==> src/rtl/cdb_arbiter_pkg.sv <==
// Shared constants and types for the Common Data Bus arbiter slice.
package cdb_arbiter_pkg;

  localparam int CDB_ROB_SIZE = 32;
  localparam int CDB_TAG_W    = $clog2(CDB_ROB_SIZE);
  localparam int CDB_XLEN     = 32;
  localparam int CDB_NUM_REQ  = 3;

  // Requester indices on the CDB.
  localparam int FU_ALU0 = 0;
  localparam int FU_ALU1 = 1;
  localparam int FU_MEM  = 2;

  // One broadcast as seen by reservation stations and the ROB.
  typedef struct packed {
    logic                 valid;
    logic [CDB_TAG_W-1:0] tag;
    logic [CDB_XLEN-1:0]  value;
  } cdb_packet_t;

endpackage

==> src/rtl/rr_arbiter.sv <==
// Combinational round-robin arbiter: the first set request at or after ptr wins.
module rr_arbiter #(
  parameter  int N     = 3,
  localparam int IDX_W = (N > 1) ? $clog2(N) : 1
) (
  input  logic [N-1:0]     req,
  input  logic [IDX_W-1:0] ptr,
  output logic [N-1:0]     gnt,
  output logic [IDX_W-1:0] gnt_idx
);

  // Walk the requests from ptr upward, wrapping, and grant the first one found.
  always_comb begin
    // NOTE: every output gets a default before the loop so no path leaves a value unassigned (no latch).
    gnt     = '0;
    gnt_idx = '0;
    for (int k = 0; k < N; k++) begin
      int idx;
      idx = (int'(ptr) + k) % N;
      if (gnt == '0 && req[idx]) begin
        gnt[idx] = 1'b1;
        gnt_idx  = IDX_W'(idx);
      end
    end
  end

endmodule

==> src/rtl/cdb_arbiter.sv <==
// Common Data Bus arbiter: one-entry holding buffer per FU, round-robin pick,
// registered broadcast to reservation stations and the ROB.
module cdb_arbiter
  import cdb_arbiter_pkg::*;
#(
  parameter  int NUM_REQ = CDB_NUM_REQ,
  parameter  int TAG_W   = CDB_TAG_W,
  parameter  int XLEN    = CDB_XLEN,
  localparam int SRC_W   = $clog2(NUM_REQ)
) (
  input  logic                     clock,
  input  logic                     reset,
  input  logic                     flush,
  input  logic [NUM_REQ-1:0]       fu_valid,
  input  logic [NUM_REQ*TAG_W-1:0] fu_tag,
  input  logic [NUM_REQ*XLEN-1:0]  fu_value,
  output logic [NUM_REQ-1:0]       fu_ready,
  output logic                     cdb_valid,
  output logic [TAG_W-1:0]         cdb_tag,
  output logic [XLEN-1:0]          cdb_value,
  output logic [SRC_W-1:0]         cdb_src
);

  logic [NUM_REQ-1:0] hold_valid;
  logic [TAG_W-1:0]   hold_tag   [NUM_REQ];
  logic [XLEN-1:0]    hold_value [NUM_REQ];
  logic [SRC_W-1:0]   rr_ptr;

  logic [NUM_REQ-1:0] grant;
  logic [SRC_W-1:0]   grant_idx;
  logic               any_grant;
  logic [NUM_REQ-1:0] accept;

  rr_arbiter #(.N(NUM_REQ)) u_rr (
    .req     (hold_valid),
    .ptr     (rr_ptr),
    .gnt     (grant),
    .gnt_idx (grant_idx)
  );

  // A buffer can take a new result when it is empty or is draining this cycle.
  always_comb begin
    any_grant = |grant;
    fu_ready  = {NUM_REQ{!flush}} & (~hold_valid | grant);
    accept    = fu_valid & fu_ready;
  end

  // Control state: buffer occupancy, round-robin pointer and the CDB register.
  always_ff @(posedge clock) begin
    // NOTE: sequential state uses non-blocking assignments so every flop samples pre-edge values.
    if (!reset) begin
      hold_valid <= '0;
      rr_ptr     <= '0;
      cdb_valid  <= 1'b0;
      cdb_tag    <= '0;
      cdb_value  <= '0;
      cdb_src    <= '0;
    end else if (flush) begin
      hold_valid <= '0;
      cdb_valid  <= 1'b0;
    end else begin
      cdb_valid <= any_grant;
      if (any_grant) begin
        cdb_tag               <= hold_tag[grant_idx];
        cdb_value             <= hold_value[grant_idx];
        cdb_src               <= grant_idx;
        hold_valid[grant_idx] <= 1'b0;
        rr_ptr                <= (grant_idx == SRC_W'(NUM_REQ - 1)) ? '0 : grant_idx + SRC_W'(1);
      end
      // A new result landing in the same buffer overrides the drain above.
      for (int i = 0; i < NUM_REQ; i++) begin
        if (accept[i]) hold_valid[i] <= 1'b1;
      end
    end
  end

  // Payload capture; contents are only meaningful while the matching hold_valid is set.
  always_ff @(posedge clock) begin
    // NOTE: payload storage is deliberately not reset; hold_valid alone qualifies it.
    for (int i = 0; i < NUM_REQ; i++) begin
      if (accept[i]) begin
        hold_tag[i]   <= fu_tag[i*TAG_W +: TAG_W];
        hold_value[i] <= fu_value[i*XLEN +: XLEN];
      end
    end
  end

endmodule

==> config.mk <==
export PLATFORM = sky130hd
export DESIGN_NAME = cdb_arbiter
export DESIGN_NICKNAME = d
export VERILOG_FILES = /design/src/rtl/cdb_arbiter_pkg.sv /design/src/rtl/rr_arbiter.sv /design/src/rtl/cdb_arbiter.sv
export SDC_FILE = /design/constraint.sdc
export NUM_CORES = 1
export LEC_CHECK = 0
export BUFFER_PORTS_ARGS = -buffer_cell sky130_fd_sc_hd__buf_2
export CAP_MARGIN = 20
export CORE_ASPECT_RATIO = 0.6
export CORE_MARGIN = 1
export CORE_UTILIZATION = 47
export CTS_BUF_LIST = sky130_fd_sc_hd__clkbuf_4 sky130_fd_sc_hd__clkbuf_8 sky130_fd_sc_hd__clkbuf_16
export DETAILED_ROUTE_END_ITERATION = 16
export PLACE_DENSITY = 0.86
export SETUP_SLACK_MARGIN = 0.4
export SLEW_MARGIN = 30
export SYNTH_ARGS = -nofsm -noshare
export SYNTH_HDL_FRONTEND = slang
export SYNTH_SLANG_ARGS = --single-unit
==> constraint.sdc <==
create_clock -name clock -period 3.1 [get_ports clock]
set_input_delay 0.31 -clock clock [delete_from_list [all_inputs] [get_ports clock]]
set_output_delay 0.31 -clock clock [all_outputs]
set_load 0.01 [all_outputs]
==> metrics.yaml <==
dieWidth_um: 148
number_of_antenna_violations_at_the_first_check_in_global_routing: 1
async_reset_ff_share_pct: 0
final_hold_vios: 0
clock.fmax_mhz: 353
p_sw_share_pct: 25.7
drcViolationCount: 0
fp.dieArea_sq_mm: 0.0132
layout.cells.most_common_list: "buf_2, edfxtp_1, o21ai_0"
cts_htree_levels: 4
flip_flop_and_latch_count_after_synthesis: 156
worst_slew_margin_rel_pct: 66.6
gr-total-overflow: 0
pins_over_slew_limit: 0
numCtsBuffers: 17
core_area_sq_mm: 0.0123
clockRootBuffer: "clkbuf_16"
vias_per_cell: 5.79
layout-drive-gt1-share_pct: 39.6
worstPathRequired_ns: 3.25
p_leak_nw: 3.24
drt_iter0_markers: 458
drv_cap: 0
clock_tree_from_tritoncts: "yes"
die-height_um: 89.5
finish.cell_count_without_fillers: 843
tightestPinTransition_ns: 0.499
clkLatencyLatePin_ns: 0.42
postCtsHoldBufs: 0
route.antenna.remaining_nets: 0
first_global_vias: 4875
place.detailed.instances: 792
synthesis.nets: 598
ys.flop_type: "edfxtp_1"
clkSlewWorstSetupHoldPaths_ns: 0.07
share_comb_of_total_power_pct: 11.8
grt_setup_unrepaired: "true"
timing.final.crit_share_pct: 91.3
power_density_mw_per_mm2: 640
cp-start-kind: "flip-flop"
crit_path_end_kind: "flip-flop"
routed_wire_length_per_instance_um: 21.1
synth_cells: 477
timing.final.setup_violations: 0
area_growth_syn_to_layout_pct: 34.8
critPathKind: "flip-flop to flip-flop"
synth_cell_type_count: 47
core.rowCount: 31
grt_start_max_net_pins: 31
period_minus_slack_ns: 2.83
start_util_pct: 48.9
hpwl_um: 11600
outcome: "finished clean"
synth_enable_flop_cells: 111
routabilityCongestion: 0.860
globalRouteTotalUtil_pct: 27.5
finalNetCount: 785
mostFrequentLayoutCell: "buf_2"
timing.setup.tns_ns: 0
sequential_element_share_of_the_synthesized_area_pct: 70.6
worst-path-max-fanout: 8
buffer_ports.inserted: 159
syn-cell-area_sq_mm: 0.00600
yosysWarningCount: 0
synth_top_area_cell: "edfxtp_1"
boundaryPins: 160
net-switching-power_mw: 1.33
routed-via-count: 4877
power.ir.vdd_worst_mv: 0.324
global_route_wire_length_before_repair_um: 26500
synth_top_cells_by_area: "edfxtp_1, dfxtp_1, o21ai_0"
clock_sinks: 156
final.setup_skew_ns: 0.0124
detailedRoute.firstPassIterationCount: 7
cp_data_arrival_time_ns: 2.98
internal-power_mw: 3.85
totalWireLength_um: 17800
seqPwrFrac_pct: 46.8
synth_top_cell_area_share_pct: 55.6
clkPwrFrac_pct: 41.4
clockBufferDepth: 2
timing.hold.worst.class: "input port to flip-flop"
syn-mean-instance-area_sq_um: 12.6
==> logic make-up (layout without fill, tap and decap cells) <==
kind of cell / Yosys count / after routing / synth area share (%)
compound gates: 180 / 180 / 16.7
flops: 156 / 156 / 70.6
simple gates: 91 / 91 / 8.18
buf+inv: 44 / 244 / 3.32
fa+ha+maj: 4 / 4 / 0.835
xor+xnor: 1 / 1 / 0.146
mux: 1 / 1 / 0.188
other cells: 0 / 1 / 0
==> metrics by stage <==
step / cell area (sq um) / hold slack (ns) / utilization [%] / power [mW] / setup slack (ns)
2_1_floorplan: 6050 / 0.409 / - / 2.73 / 0.226
3_3_place_gp: 7150 / 0.452 / 58.4 / 2.99 / 0.232
3_5_place_dp: 7150 / 0.471 / 58.4 / 3.01 / 0.182
4_1_cts: 7970 / 0.0433 / 65.0 / 5.17 / 0.250
5_1_grt: 8080 / 0.0435 / 65.9 / 5.35 / 0.192
6_report: 8080 / 0.0604 / 65.9 / 5.17 / 0.269
==> repair_timing <==
item                       CTS  global route
setup endpoints to repair   80           126
gates cloned                 2             2
buffers inserted            12             2
pin swaps                    6             1
resized for setup           14            10
==> final timing paths <==
| kind | cells after the start | slack [ns] | to | startpoint |
|---|---|---|---|---|
| worst min-delay path | 1 | 0.06 | hold_value[1][17]$_DFFE_PP_ | fu_value[49] |
| worst min register to register | 2 | 0.48 | cdb_src[0]$_SDFFE_PN0P_ | cdb_src[0]$_SDFFE_PN0P_ |
| worst max register to register | 11 | 0.27 | hold_value[0][20]$_DFFE_PP_ | rr_ptr[1]$_SDFFE_PN0P_ |
| worst max-delay path | 11 | 0.27 | hold_value[0][20]$_DFFE_PP_ | rr_ptr[1]$_SDFFE_PN0P_ |
==> critical path: stages, from the launching register on <==
cell and delay, ns:
dfxtp_4 0.37, inv_4 0.07, ha_4 0.17, mux2_4 0.32
a21oi_2 0.13, o21ai_2 0.09, or2_4 0.26, o311a_1 0.31
or3b_4 0.41, clkinvlp_4 0.16, buf_12 0.14, clkbuf_16 0.13
==> flip-flops by register name, summed over array words and instances (netlist names) <==
register	count
cdb_src	2
hold_tag	15
rr_ptr	2
cdb_value	32
cdb_tag	5
hold_valid	3
cdb_valid	1
hold_value	96
==> metal layers <==
layer	global-route usage [%]	up-vias	wire length, um
li1	-	2197	-
met1	36.0	2343	7210
met2	44.7	291	8270
met3	7.09	44	1910
met4	10.8	2	400
met5	0	-	13
==> Yosys cell counts, types with 3 or more instances <==
cell,count
edfxtp_1,111
o21ai_0,68
a21oi_1,47
dfxtp_1,45
nand3_1,44
a31oi_1,37
clkbuf_1,21
nor2_1,14
o21ai_1,11
buf_2,9
inv_1,9
nand2_1,8
ha_1,4
nor3_1,4
and2_1,3
nand2b_1,3
==> cell type report <==
class / instances / area [sq um]
diodes: 1 / 2.50
fillers: 947 / 4180
flip-flops and latches: 156 / 4240
clock buffers: 17 / 425
inverters: 10 / 43.8
well taps: 165 / 206
repair buffers: 202 / 1280
multi-input cells: 277 / 1700
clock inverters: 15 / 181
==> power by group through the flow <==
| stage | combinational (mW) | sequential (mW) | clock (mW) |
|---|---|---|---|
| finish | 0.609 | 2.42 | 2.14 |
| global route | 0.659 | 2.43 | 2.25 |
| CTS | 0.588 | 2.42 | 2.16 |
| detailed placement | 0.542 | 2.47 | 0 |
| global placement | 0.530 | 2.46 | 0 |
| floorplan | 0.258 | 2.48 | 0 |
No activity file was read; power rests on OpenSTA's default activity.
